**src/rtl/bcd_counter_pkg.sv**
```systemverilog
// Shared BCD digit definitions for the multi-digit BCD counter.
package bcd_counter_pkg;

  localparam int unsigned BCD_W = 4;
  localparam logic [BCD_W-1:0] BCD_MAX = 4'd9;
  localparam logic [BCD_W-1:0] BCD_MIN = 4'd0;

  typedef logic [BCD_W-1:0] bcd_t;

  function automatic bcd_t bcd_clamp(input bcd_t d);
    return (d > BCD_MAX) ? BCD_MAX : d;
  endfunction

endpackage

```
**src/rtl/bcd_counter_digit.sv**
```systemverilog
// One BCD digit of the ripple chain: load with clamp, or step up/down on carry-in.
module bcd_digit
  import bcd_counter_pkg::*;
(
  input  logic clk,
  input  logic rst,
  input  logic cin,
  input  logic up_down,
  input  logic load,
  input  bcd_t ld_digit,
  output bcd_t digit,
  output logic cout
);

  // cout means this digit wraps on the current step, so the next digit moves too.
  assign cout = cin & (up_down ? (digit == BCD_MAX) : (digit == BCD_MIN));

  always_ff @(posedge clk) begin
    if (rst) begin
      digit <= '0;
    end else if (load) begin
      digit <= bcd_clamp(ld_digit);
    end else if (cin) begin
      if (up_down) digit <= (digit == BCD_MAX) ? BCD_MIN : digit + 4'd1;
      else         digit <= (digit == BCD_MIN) ? BCD_MAX : digit - 4'd1;
    end
  end

endmodule

```
**src/rtl/bcd_counter.sv**
```systemverilog
// Multi-digit BCD up/down counter stepped by rising edges of the divided tick.
module bcd_counter
  import bcd_counter_pkg::*;
#(
  parameter int unsigned DIGITS = 4,
  parameter bit          WRAP   = 1'b1
) (
  input  logic                    clk,
  input  logic                    rst,
  input  logic                    tick_in,
  input  logic                    en,
  input  logic                    up_down,
  input  logic                    load,
  input  logic [4*DIGITS-1:0]     load_value,
  output logic [4*DIGITS-1:0]     count,
  output logic                    tc
);

  logic              tick_q;
  logic              step;
  logic              at_term;
  logic              tc_next;
  logic [DIGITS:0]   carry;

  always_ff @(posedge clk) begin
    tick_q <= tick_in;
  end

  assign step = tick_in & ~tick_q & en;

  always_comb begin
    at_term = 1'b1;
    for (int unsigned i = 0; i < DIGITS; i++) begin
      if (count[i*BCD_W +: BCD_W] != (up_down ? BCD_MAX : BCD_MIN)) at_term = 1'b0;
    end
  end

  // Saturating mode blocks the step at the chain input instead of gating the
  // top cout, which would form a loop back through the carry chain.
  assign carry[0] = step & (WRAP | ~at_term);

  for (genvar g = 0; g < DIGITS; g++) begin : g_digit
    bcd_digit u_digit (
      .clk      (clk),
      .rst      (rst),
      .cin      (carry[g]),
      .up_down  (up_down),
      .load     (load),
      .ld_digit (load_value[g*BCD_W +: BCD_W]),
      .digit    (count[g*BCD_W +: BCD_W]),
      .cout     (carry[g+1])
    );
  end

  assign tc_next = WRAP ? carry[DIGITS] : (step & at_term);

  always_ff @(posedge clk) begin
    if (rst || load) tc <= 1'b0;
    else             tc <= tc_next;
  end

endmodule

```
**config.mk**
```make
export PLATFORM = sky130hd
export DESIGN_NAME = bcd_counter
export DESIGN_NICKNAME = d
export VERILOG_FILES = /design/src/rtl/bcd_counter_pkg.sv /design/src/rtl/bcd_counter_digit.sv /design/src/rtl/bcd_counter.sv
export SDC_FILE = /design/constraint.sdc
export NUM_CORES = 1
export LEC_CHECK = 0
export ABC_AREA = 1
export CAP_MARGIN = 5
export CORE_MARGIN = 2
export CORE_UTILIZATION = 49
export CTS_CLUSTER_SIZE = 10
export DETAILED_ROUTE_END_ITERATION = 16
export PLACE_DENSITY = 0.9
export SYNTH_ARGS = -nofsm -noshare
export SYNTH_HDL_FRONTEND = slang
export SYNTH_SLANG_ARGS = --single-unit
```
**constraint.sdc**
```tcl
create_clock -name clk -period 1.4 [get_ports clk]
set_input_delay 0.28 -clock clk [delete_from_list [all_inputs] [get_ports clk]]
set_output_delay 0.28 -clock clk [all_outputs]
set_load 0.01 [all_outputs]
```
==> summary.txt <==
STA
  – Setup TNS Final: -12.3 ps
  – Min Clock Period, post-route: 1410 ps
  – Final worst path period share: 100%
  – Finish-stage setup viols: 3
  – Slew Limit Fails: 0
  – Setup ws final: -6.74 ps
  – RSZ-0062 raised after global routing: yes
  – Slew @ Worst Pin: 281 ps
  – Clock Skews: 6.42 ps
  – Final count of hold timing violations: 0
  – Achievable Freq: 0.711 GHz
  – Worst relative slew slack: 81.1%

Flow run
  – Max Cap Viol: 0

Synth
  – Syn Area/Cell: 5.71 um^2
  – Synth warn: 0
  – Top FF cell, synth: dfxtp_1
  – Async SR Flop Fraction: 0%
  – Most frequent cell after synthesis: nand2_1
  – Netlist cell types: 30
  – Synth area leaders: dfxtp_1, nand2_1, nor2_1
  – Most instantiated cells after synthesis: nand2_1, nor2_1, inv_1, nand3_1, o21ai_0
  – Area leader, netlist: dfxtp_1
  – Mapped Cells: 265
  – Seq/Total Area, Yosys: 23.8%
  – Syn_nets: 287
  – Yosys reg bits: 18
  – Number of flops mapped to enable cells by yosys: 0
  – Cell area after synthesis: 0.00151 mm^2
  – Synth top area share: 23.8%

Detailed routing
  – Detailed Route Iter0 Violations: 129
  – Detail Route Antenna Nets: 0
  – DR WL/cell: 12.1 um
  – Via Count: 1904
  – First drt pass iteration count: 4
  – Total Wirelength: 4320 um
  – Routed vias/inst: 5.32
  – DRC violations left: 0

Place
  – Placed Area: 0.00209 mm^2
  – # port buffers: 38
  – Pre-CTS WS: -286 ps
  – Inst Count DP: 351
  – Final Wtd Congestion: 0.952
  – Dpl hpwl: 3110 um

Outcome
  – Failing checks: negative setup slack
  – Status: complete, but fails checks

Critical path
  – Crit-path cells: clkdlybuf4s50_1, inv_2, nor2_2, nor2_4, nand2_2, nand2_4, o21ai_0, nor2_1
  – Endpoint required time on the critical path: 1630 ps
  – Slowest CP cell: clkdlybuf4s50_1
  – WP data arrival: 1640 ps
  – Crit path max fanout: 7
  – Critical Path Max Stage Delay: 500 ps
  – Critical path class: in -> reg
  – Startpoint types: primary input
  – Crit path capture type: register

Clock network
  – CTS Hold Bufs: 0
  – CTS tree: done
  – Clock sink total: 18
  – Clk_lat worst skew: 320 ps
  – CTS clk-pin slew, worst paths: 120 ps
  – Clk root buf: clkbuf_4
  – Inserted Clock Buffers: 3
  – Depth of the CTS H-tree: 1
  – CTS Buffer Depth: 2

Floorplan
  – Num rows: 20
  – Initial Utilization: 50.4%
  – Core footprint: 0.00300 mm^2
  – Die Y: 59.6 um
  – I/O Pins: 39
  – DIE WIDTH: 59.6 um
  – Total die area: 0.00355 mm^2

Pwr
  – Total power: 0.00160 W
  – PwrDens: 720 mW/mm^2
  – P_leak: 1.08 nW
  – Max rail drop VDD: 481 uV

GRT
  – Vias in the first global route: 1616
  – First-pass GRT wire length: 6650 um
  – Total grt overflow: 0
  – Overall routing resource usage: 24.4%
  – Pin count of the biggest net entering global routing: 14
  – Initial antenna violation count: 0

Layout
  – Nets: 348
  – Synth-to-layout area growth: 46.9%
  – Seq. cell area: 403 um^2
  – Fillers: 246
  – Share of cells above drive strength 1: 21.8%
  – Multi-input gate area: 0.00106 mm^2
  – Diodes inserted: 0
  – Design area: 0.00222 mm^2
  – Final non-filler cell total: 358

Hold path
  – Hold WC Path Type: in -> reg
[repair_timing]
item / CTS / global route
pin swaps: 0 / 8
setup endpoints to repair: 25 / 11
buffers inserted: 0 / 3
resized for setup: 41 / 16
[final timing paths]
kind                                              endpoint  slack (ps)                                startpoint  cells past startpoint
setup / recovery  g_digit[2].u_digit.digit[2]$_SDFFE_PP0P_          -7                                   up_down                      8
hold / removal                              tick_q$_DFF_P_         420                                   tick_in                      1
setup reg to reg  g_digit[3].u_digit.digit[2]$_SDFFE_PP0P_           0  g_digit[0].u_digit.digit[2]$_SDFFE_PP0P_                     10
hold reg to reg   g_digit[1].u_digit.digit[3]$_SDFFE_PP0P_         530  g_digit[1].u_digit.digit[3]$_SDFFE_PP0P_                      2
[sequential cells by signal (all words and copies together) (netlist names)]
register               count
tick_q                     1
tc                         1
g_digit.u_digit.digit     16
[placed cells by master, fill, tap and decap left out, drive strengths merged]
cell and n:
nand2 83, nor2 44, inv 29, nand3 25
buf 25, o21ai 23, clkdlybuf4s50 21, dfxtp 18
dlygate4sd2 16, a21oi 14, nand4 4, nor3 4
clkbuf 4, xor2 3, a31oi 3, o211ai 2
o31ai 1, a21o 1, nand3b 1, a211oi 1
a22o 1, a22oi 1, clkdlybuf4s15 1
[logic make-up after synthesis]
| group | Yosys count | synth area share [%] |
|---|---|---|
| AO/OA/AOI/OAI | 47 | 17.8 |
| buffers and inverters | 36 | 9.50 |
| AND/OR/NAND/NOR | 161 | 47.2 |
| XOR/XNOR | 3 | 1.74 |
| flip-flops | 18 | 23.8 |
[routing by layer]
| layer | GRT usage [%] | share of wire [%] | vias to the layer above |
|---|---|---|---|
| li1 | - | - | 985 |
| met4 | 11.1 | 3.5 | 0 |
| met1 | 30.1 | 41 | 848 |
| met5 | 0 | 0 | - |
| met3 | 3.71 | 5.1 | 15 |
| met2 | 41.4 | 50 | 56 |
[metrics by stage]
stage          hold slack (ps)  util, %
6_report                   418     74.1
3_3_place_gp               522     69.6
3_5_place_dp               544     69.6
5_1_grt                    438     74.1
4_1_cts                    427     71.5
2_1_floorplan              308        -
[power breakdown]
part           internal [W]  total [W]  switching, W
Sequential         0.000551   0.000615     0.0000641
Clock              0.000159   0.000357      0.000198
Combinational      0.000297   0.000630      0.000333
Total               0.00101    0.00160      0.000595
[layout make-up]
type                       count  area share (%)
sequential                    18            18.1
timing repair buffer          63            25.8
inverter                      29            5.01
multi-input combinational    211            47.6
clock buffer                   4            1.63
tap                           33            1.86
[critical path: cells and delay by family]
family / cells / cell delay (ps)
buffers and inverters: 2 / 610
and+or+nand+nor: 5 / 600
AOI/OAI and AO/OA: 1 / 150
No activity file was read; power rests on OpenSTA's default activity.
